**config.mk**
```make
export PLATFORM = sky130hd
export DESIGN_NAME = sort16_frame_ctrl_flat
export DESIGN_NICKNAME = d
export VERILOG_FILES = /design/src/rtl/sort16_frame_ctrl_if.sv /design/src/rtl/sort16_frame_ctrl.sv /design/src/flat_wrapper.sv
export SDC_FILE = /design/constraint.sdc
export NUM_CORES = 1
export LEC_CHECK = 0
export BUFFER_PORTS_ARGS = -buffer_cell sky130_fd_sc_hd__buf_2
export CORE_UTILIZATION = 35
export CTS_CLUSTER_SIZE = 14
export DETAILED_ROUTE_END_ITERATION = 7
export GPL_TIMING_DRIVEN = 0
export SKIP_LAST_GASP = 1
export SLEW_MARGIN = 20
export SYNTH_ARGS = -nofsm -noshare
export SYNTH_HDL_FRONTEND = slang
export SYNTH_SLANG_ARGS = --single-unit
```
**constraint.sdc**
```tcl
create_clock -name clk -period 4.6 [get_ports clk]
set_input_delay 1.38 -clock clk [delete_from_list [all_inputs] [get_ports clk]]
set_output_delay 1.38 -clock clk [all_outputs]
set_load 0.03 [all_outputs]
```
**src/rtl/sort16_frame_ctrl_if.sv**
```systemverilog
// Sample-stream and result-stream handshake bundle for the sort16 frame sequencer.
// slave: the sequencer side (consumes samples, produces results).
// master: the surrounding source/consumer side.
interface sort16_frame_ctrl_if #(
  parameter int W = 12
) ();
  logic         s_valid;
  logic         s_ready;
  logic [W-1:0] s_data;
  logic         m_valid;
  logic         m_ready;
  logic [W+3:0] m_sum;
  logic [W-1:0] m_max;
  logic         m_short;

  modport slave (
    input  s_valid, s_data, m_ready,
    output s_ready, m_valid, m_sum, m_max, m_short
  );

  modport master (
    output s_valid, s_data, m_ready,
    input  s_ready, m_valid, m_sum, m_max, m_short
  );
endinterface

```
**src/rtl/sort16_frame_ctrl.sv**
```systemverilog
// Frame sequencer for the top-16 keep-max sorter: clears the sorter, feeds it one
// frame of samples, waits for the sorter pipeline, then hands out sum/max.
//
//  state     | meaning
//  ----------+-----------------------------------------------------------
//  ST_CLEAR  | sorter held in clear for one cycle, frame length latched
//  ST_FILL   | samples accepted and forwarded to the sorter
//  ST_SETTLE | waiting SORT_LAT cycles for sorter sum/max to become valid
//  ST_OUT    | result presented, held until the consumer takes it
module sort16_frame_ctrl #(
  parameter int W        = 12,
  parameter int LW       = 16,
  parameter int SORT_LAT = 2
) (
  input  logic                 clk,
  input  logic                 synrst,
  input  logic [LW-1:0]        cfg_len,
  input  logic                 abort,
  sort16_frame_ctrl_if.slave   bus,
  output logic                 srt_clr,
  output logic                 srt_en,
  output logic [W-1:0]         srt_data,
  input  logic [W+3:0]         srt_sum,
  input  logic [W-1:0]         srt_max,
  output logic [15:0]          frame_cnt
);

  localparam logic [1:0] ST_CLEAR  = 2'd0;
  localparam logic [1:0] ST_FILL   = 2'd1;
  localparam logic [1:0] ST_SETTLE = 2'd2;
  localparam logic [1:0] ST_OUT    = 2'd3;

  localparam int              WAW       = (SORT_LAT < 2) ? 1 : $clog2(SORT_LAT + 1);
  localparam logic [WAW-1:0]  WAIT_INIT = WAW'(SORT_LAT);

  logic [1:0]     state;
  logic [LW-1:0]  len;
  logic [LW-1:0]  cnt;
  logic [WAW-1:0] wait_cnt;
  logic           fill;
  logic           accept;

  // Handshake and sorter drive are pure decodes of the registered state, so
  // s_ready drops the cycle after the last accept and clr/en can never overlap.
  always_comb begin
    fill        = (state == ST_FILL);
    accept      = bus.s_valid & fill;
    bus.s_ready = fill;
    srt_en      = accept;
    srt_clr     = (state == ST_CLEAR) | synrst;
    srt_data    = bus.s_data;
  end

  // Frame sequencing, sample counting, settle timer and result capture.
  always_ff @(posedge clk or posedge synrst) begin
    if (synrst) begin
      state       <= ST_CLEAR;
      len         <= LW'(1);
      cnt         <= '0;
      wait_cnt    <= '0;
      bus.m_valid <= 1'b0;
      bus.m_sum   <= '0;
      bus.m_max   <= '0;
      bus.m_short <= 1'b0;
      frame_cnt   <= '0;
    end else begin
      case (state)
        ST_CLEAR: begin
          // A zero length would never terminate the frame, so it runs as one sample.
          len   <= (cfg_len == '0) ? LW'(1) : cfg_len;
          cnt   <= '0;
          state <= ST_FILL;
        end
        ST_FILL: begin
          if (abort) begin
            state <= ST_CLEAR;
          end else if (accept) begin
            cnt <= cnt + LW'(1);
            if (cnt == len - LW'(1)) begin
              state    <= ST_SETTLE;
              wait_cnt <= WAIT_INIT;
            end
          end
        end
        ST_SETTLE: begin
          if (abort) begin
            state <= ST_CLEAR;
          end else if (wait_cnt == WAW'(1)) begin
            bus.m_sum   <= srt_sum;
            bus.m_max   <= srt_max;
            bus.m_short <= (len < LW'(16));
            bus.m_valid <= 1'b1;
            state       <= ST_OUT;
          end else begin
            wait_cnt <= wait_cnt - WAW'(1);
          end
        end
        ST_OUT: begin
          if (bus.m_ready) begin
            bus.m_valid <= 1'b0;
            frame_cnt   <= frame_cnt + 16'd1;
            state       <= ST_CLEAR;
          end
        end
        default: state <= ST_CLEAR;
      endcase
    end
  end

endmodule
```
**src/flat_wrapper.sv**
```systemverilog
// flat-port wrapper written by rule: the top's interface ports become plain ports
module sort16_frame_ctrl_flat 
#(
  parameter int W        = 12,
  parameter int LW       = 16,
  parameter int SORT_LAT = 2
)
  (clk, synrst, cfg_len, abort, srt_clr, srt_en, srt_data, srt_sum, srt_max, frame_cnt, bus_s_valid, bus_s_data, bus_m_ready, bus_s_ready, bus_m_valid, bus_m_sum, bus_m_max, bus_m_short);
  sort16_frame_ctrl_if #(.W(W)) bus_i ();
  input  logic clk;
  input  logic synrst;
  input  logic [LW-1:0] cfg_len;
  input  logic abort;
  output logic srt_clr;
  output logic srt_en;
  output logic [W-1:0] srt_data;
  input  logic [W+3:0] srt_sum;
  input  logic [W-1:0] srt_max;
  output logic [15:0] frame_cnt;
  input wire logic [$bits(bus_i.s_valid)-1:0] bus_s_valid;
  input wire logic [$bits(bus_i.s_data)-1:0] bus_s_data;
  input wire logic [$bits(bus_i.m_ready)-1:0] bus_m_ready;
  output wire logic [$bits(bus_i.s_ready)-1:0] bus_s_ready;
  output wire logic [$bits(bus_i.m_valid)-1:0] bus_m_valid;
  output wire logic [$bits(bus_i.m_sum)-1:0] bus_m_sum;
  output wire logic [$bits(bus_i.m_max)-1:0] bus_m_max;
  output wire logic [$bits(bus_i.m_short)-1:0] bus_m_short;
  assign bus_i.s_valid = bus_s_valid;
  assign bus_i.s_data = bus_s_data;
  assign bus_i.m_ready = bus_m_ready;
  assign bus_s_ready = bus_i.s_ready;
  assign bus_m_valid = bus_i.m_valid;
  assign bus_m_sum = bus_i.m_sum;
  assign bus_m_max = bus_i.m_max;
  assign bus_m_short = bus_i.m_short;
  sort16_frame_ctrl #(.W(W), .LW(LW), .SORT_LAT(SORT_LAT)) u_core (.clk(clk), .synrst(synrst), .cfg_len(cfg_len), .abort(abort), .bus(bus_i), .srt_clr(srt_clr), .srt_en(srt_en), .srt_data(srt_data), .srt_sum(srt_sum), .srt_max(srt_max), .frame_cnt(frame_cnt));
endmodule
```
Word level (Yosys, flattened, before mapping)
Cells that the tools add are included.
- register bits after elaboration: 82
- input port bits: 61
- output and inout port bits: 61
- add/sub/neg operators: 4
- $lt $le $gt $ge: 1
- eq/ne operators: 15
- mux-type cells: 19
- bitwise gates (word level): 3
- reductions and logical operators: 11
- operator list (kind ; count):
    $mux W16 ; 3
    $add A16 B1 Y16 const B ; 2
    $pmux W16 S2 ; 1
    $mux W2 ; 9
    $eq A16 B16 Y1 ; 1
    $logic_not A16 Y1 ; 1
    $lt A16 B5 Y1 const B ; 1
    $sub A16 B1 Y16 const B ; 1
    $ne A2 B2 Y1 const B ; 5
    $pmux W2 S4 ; 1
    $reduce_and A4 Y1 ; 2
    $ne A3 B2 Y1 const B ; 2
    $reduce_and A3 Y1 ; 2
    $reduce_and A6 Y1 ; 1
    $reduce_bool A2 Y1 ; 3
    $eq A2 B1 Y1 const B ; 2
    $eq A2 B2 Y1 const B ; 2
    $ne A2 B1 Y1 const B ; 2
    $pmux W2 S2 ; 1
    $mux W1 ; 3
    $ne A3 B3 Y1 const B ; 1
    $logic_not A2 Y1 ; 1
    $pmux W1 S2 ; 1
    $reduce_and A2 Y1 ; 1
    4 further kinds ; 4

Longest topological paths before layout
- depth after elaboration: 6
- depth in mapped cells: 10
- gate-level depth less buffers: 9

Worst setup path after synthesis
Ideal clock, no wire load.
- path type: input to output
- from: input port synrst
- to: output port srt_clr
- data arrival time: 4.084 ns
- required time: 3.220 ns
- setup slack: -0.864 ns
- stages: 2
- cells stage by stage: inv_1 > o21ai_0
- word-level cells in the longest chain between the ends: 1
- ends and longest elaborated chain (item ; line ; text):
    start, declared ; flat_wrapper.sv:11 ; input logic synrst;
    $or A1 B1 Y1 ; sort16_frame_ctrl.sv:50 ; srt_clr = (state == ST_CLEAR) | synrst;
    end, declared ; flat_wrapper.sv:14 ; output logic srt_clr;
Every way passes these cells.

Worst setup path after layout
Ends and elaborated chain as after synthesis.

==> flow_summary.rst <==
.. list-table::
   :header-rows: 1

   * - Metric
     - Value
   * - Number of cells on the worst hold path
     - 1
   * - Setup violations, final
     - 0
   * - Syn. warnings
     - 0
   * - Time the final worst path needs with I/O delays and setup
     - 3660 ps
   * - Worst Reg2Reg Path Length in Cells
     - 10
   * - RD Place Congestion
     - 0.768
   * - Maximum clock rate
     - 0.273 GHz
   * - Data arrival time at the worst-slack endpoint
     - 2280 ps
   * - Pin count of the biggest net entering global routing
     - 25
   * - Status
     - finished with violations
   * - Biggest fanout along the worst timing path
     - 19
   * - Hold path endpoint
     - u_core.frame_cnt[15]
   * - Number of enable flip-flop cells after synthesis
     - 0
   * - Die Span Y
     - 110 um
   * - Number of buffers on the longest clock path
     - 2
   * - Async set-reset flop share out of synthesis
     - 1.00
   * - H-Tree Depth
     - 3
   * - Antenna diode count
     - 0
   * - Element type at the critical path start
     - input pin
   * - #FFs+latches synth
     - 82
   * - Die area
     - 12,100 um^2
   * - Master cell of the clock root buffer
     - clkbuf_16
   * - Part of the cycle the worst path needs
     - 0.796
   * - Max-cap violations
     - 0
   * - Placement row count
     - 39
   * - Most common flop cell mapped by yosys
     - dfrtp_1
   * - Reg-to-Reg End
     - u_core.state[0]
   * - Remaining design rule violation count
     - 2
   * - Most common library cell in the layout ignoring fill and taps
     - buf_2
   * - Overall routed net length
     - 8.95 mm
   * - Critical Path End Type
     - primary output
   * - Post-CTS repair timing setup buffer count
     - 0
   * - Slew HR
     - 0.554
   * - Critical path required time
     - 3220 ps
   * - Launch instance of the worst min-delay path
     - u_core.frame_cnt[15]
   * - Clock-pin transition on the worst setup and hold timing paths
     - 60 ps
   * - Post-cts resize count
     - 0
   * - Global-route congestion overflow total
     - 0
   * - Setup repair after global routing missed its margin
     - no
   * - Number of vias per cell after detailed routing
     - 4.93
   * - Reg2Reg Launch Point
     - u_core.len[1]
   * - Number of filler instances in the final layout
     - 1,077
   * - Number of vias in the routed layout
     - 3,174
   * - Violation count after the first detailed-routing iteration
     - 122
   * - Core Region
     - 11,400 um^2
   * - Max Clock Skew
     - 7.21 ps
   * - CTS Sinks
     - 82
   * - Skew-Pair Late Insertion Delay
     - 340 ps
   * - Slowest cell on crit path
     - clkinvlp_4
   * - Overall die width
     - 110 um
   * - Drt first pass iters
     - 8
   * - Worst path cell trace
     - buf_2, clkinvlp_4, o21ai_2, buf_2
   * - Cells after DPL
     - 628
   * - Mapped Nets
     - 438
   * - Final-stage net count
     - 561
   * - Setup CP Type
     - in -> out
   * - TritonCTS buffer count
     - 9
   * - Ratio of total power to cell area
     - 346 nW/um^2
   * - Slew at the pin closest to its max-slew limit
     - 664 ps
   * - # IOs
     - 122
   * - Share of cells above drive strength 1
     - 0.397
   * - Most common cell on crit path
     - buf_2
   * - Leakage
     - 2.53 nW
   * - Worst Hold Class
     - reg -> reg
   * - Number of hold buffers added after CTS
     - 0
   * - Register-to-register path setup slack
     - 1560 ps
   * - Number of standard cells after synthesis
     - 373
   * - Routed wirelength normalized by instance count
     - 13.9 um
   * - Detailed-placement wirelength estimate
     - 6.88 mm
   * - CTS tree
     - done
   * - Worst-case vdd ir drop
     - 0.209 mV
   * - Syn Area/Cell
     - 11.0 um^2
   * - Number of I/O port buffers
     - 109
   * - Highest-count cells in the layout ignoring fill and taps
     - buf_2 (110), dfrtp_1 (81), mux2_2 (43)
   * - Highest cell delay on the worst timing path
     - 420 ps
   * - Endpoints failing hold
     - 0
   * - Register area share after synthesis
     - 0.502
   * - Finished Layout Cells
     - 644
   * - Initial core utilization
     - 0.358
   * - Antenna violations before repair
     - 0
   * - Violated checks
     - design-rule violations
   * - Global-route wire length before repair
     - 14.8 mm
   * - Global-route usage over all layers
     - 0.156
   * - Netlist area before placement
     - 4090 um^2
   * - Fin util
     - 0.456
   * - Area growth from synthesis to layout
     - 27.3%
   * - Max-slew violation count
     - 0
   * - Post-route antenna net violation count
     - 0
   * - Synth cell types
     - 46
   * - Via count of the first global-routing pass
     - 3,047
==> report_power, final <==
part	internal, W	leakage [nW]	switching, W
sequential	0.000761	1.09	0.0000443
combinational	0.000120	1.29	0.000144
clock	0.000440	0.146	0.000295
==> metal layers <==
layer,GRT usage,wire (um),part of all wire,up-vias
li1,-,-,-,1538
met1,0.212,4220,0.47,1528
met2,0.249,4150,0.46,97
met3,0.0276,448,0.050,11
met4,0.0602,125,0.014,0
met5,0,0,0,-
==> cell usage after synthesis (2+ instances only) <==
library cell | n | share of area
dfrtp_1 | 81 | 0.50
mux2_2 | 43 | 0.12
nor2_1 | 30 | 0.028
nand2_1 | 26 | 0.024
xnor2_1 | 25 | 0.054
xor2_1 | 21 | 0.045
o21ai_0 | 14 | 0.017
buf_4 | 12 | 0.022
inv_1 | 11 | 0.010
nand3_1 | 11 | 0.013
a21oi_1 | 10 | 0.012
nand4_1 | 9 | 0.014
nor4_1 | 9 | 0.014
nor3_1 | 8 | 0.0098
clkbuf_1 | 7 | 0.0064
and3_1 | 5 | 0.0076
mux2i_1 | 5 | 0.012
ha_1 | 4 | 0.012
o22ai_1 | 4 | 0.0061
or3_1 | 4 | 0.0061
nand2b_1 | 3 | 0.0046
a31oi_1 | 2 | 0.0031
buf_1 | 2 | 0.0018
buf_6 | 2 | 0.0055
nor2b_1 | 2 | 0.0031
o31ai_1 | 2 | 0.0037
or4_4 | 2 | 0.0055
==> layout make-up <==
type                       count  area (um^2)  area share
buffer                        26          170      0.0327
clock buffer                  10          239      0.0459
clock inverter                 6         71.3      0.0137
inverter                      11         45.0     0.00865
multi-input combinational    254         1830       0.351
sequential                    82         2050       0.394
tap                          143          179      0.0344
timing repair buffer         112          621       0.119
==> worst max path at each step <==
stage                 from  endpoint  slack, ps  depth (start not counted)
floorplan           synrst   srt_clr        210                          2
global placement    synrst   srt_clr       -350                          4
detailed placement  synrst   srt_clr        900                          4
CTS                 synrst   srt_clr        900                          4
global route        synrst   srt_clr        810                          4
finish              synrst   srt_clr        940                          4
==> registers in the layout, summed over array words and instances, names as in the netlist <==
signal / count
u_core.frame_cnt: 16
u_core.state: 2
u_core.cnt: 16
u_core.bus.m_valid: 1
u_core.bus.m_max: 12
u_core.wait_cnt: 2
u_core.bus.m_sum: 16
u_core.len: 16
u_core.bus.m_short: 1
==> metrics by stage <==
step | hold slack [ps] | worst slack, ps | power, W | TNS, ps | cell area (um^2)
after floorplan | 467 | 212 | 0.000997 | 0 | 4100
after CTS | 482 | 898 | 0.00183 | 0 | 5210
after global placement | 460 | -349 | 0.00107 | -349 | 4820
final | 475 | 939 | 0.00180 | 0 | 5210
after global routing | 512 | 813 | 0.00189 | 0 | 5210
after detailed placement | 468 | 901 | 0.00108 | 0 | 4900
==> worst max-delay path: cells and delay by family <==
| kind | cells | cell delay, ps |
|---|---|---|
| AOI/OAI and AO/OA | 1 | 160 |
| buffers and inverters | 3 | 740 |
==> cell families (layout without fill, tap and decap cells) <==
| logic type | after synthesis | in the layout | share of synthesized area |
|---|---|---|---|
| muxes | 48 | 48 | 0.131 |
| DFF | 82 | 82 | 0.502 |
| buffers and inverters | 37 | 165 | 0.0517 |
| AOI/OAI and AO/OA | 37 | 37 | 0.0526 |
| adders and majority gates | 4 | 4 | 0.0122 |
| xor gates and xnor gates | 46 | 46 | 0.0985 |
| and+or+nand+nor | 119 | 119 | 0.153 |
Note: power is estimated with default switching activity, not from simulation.
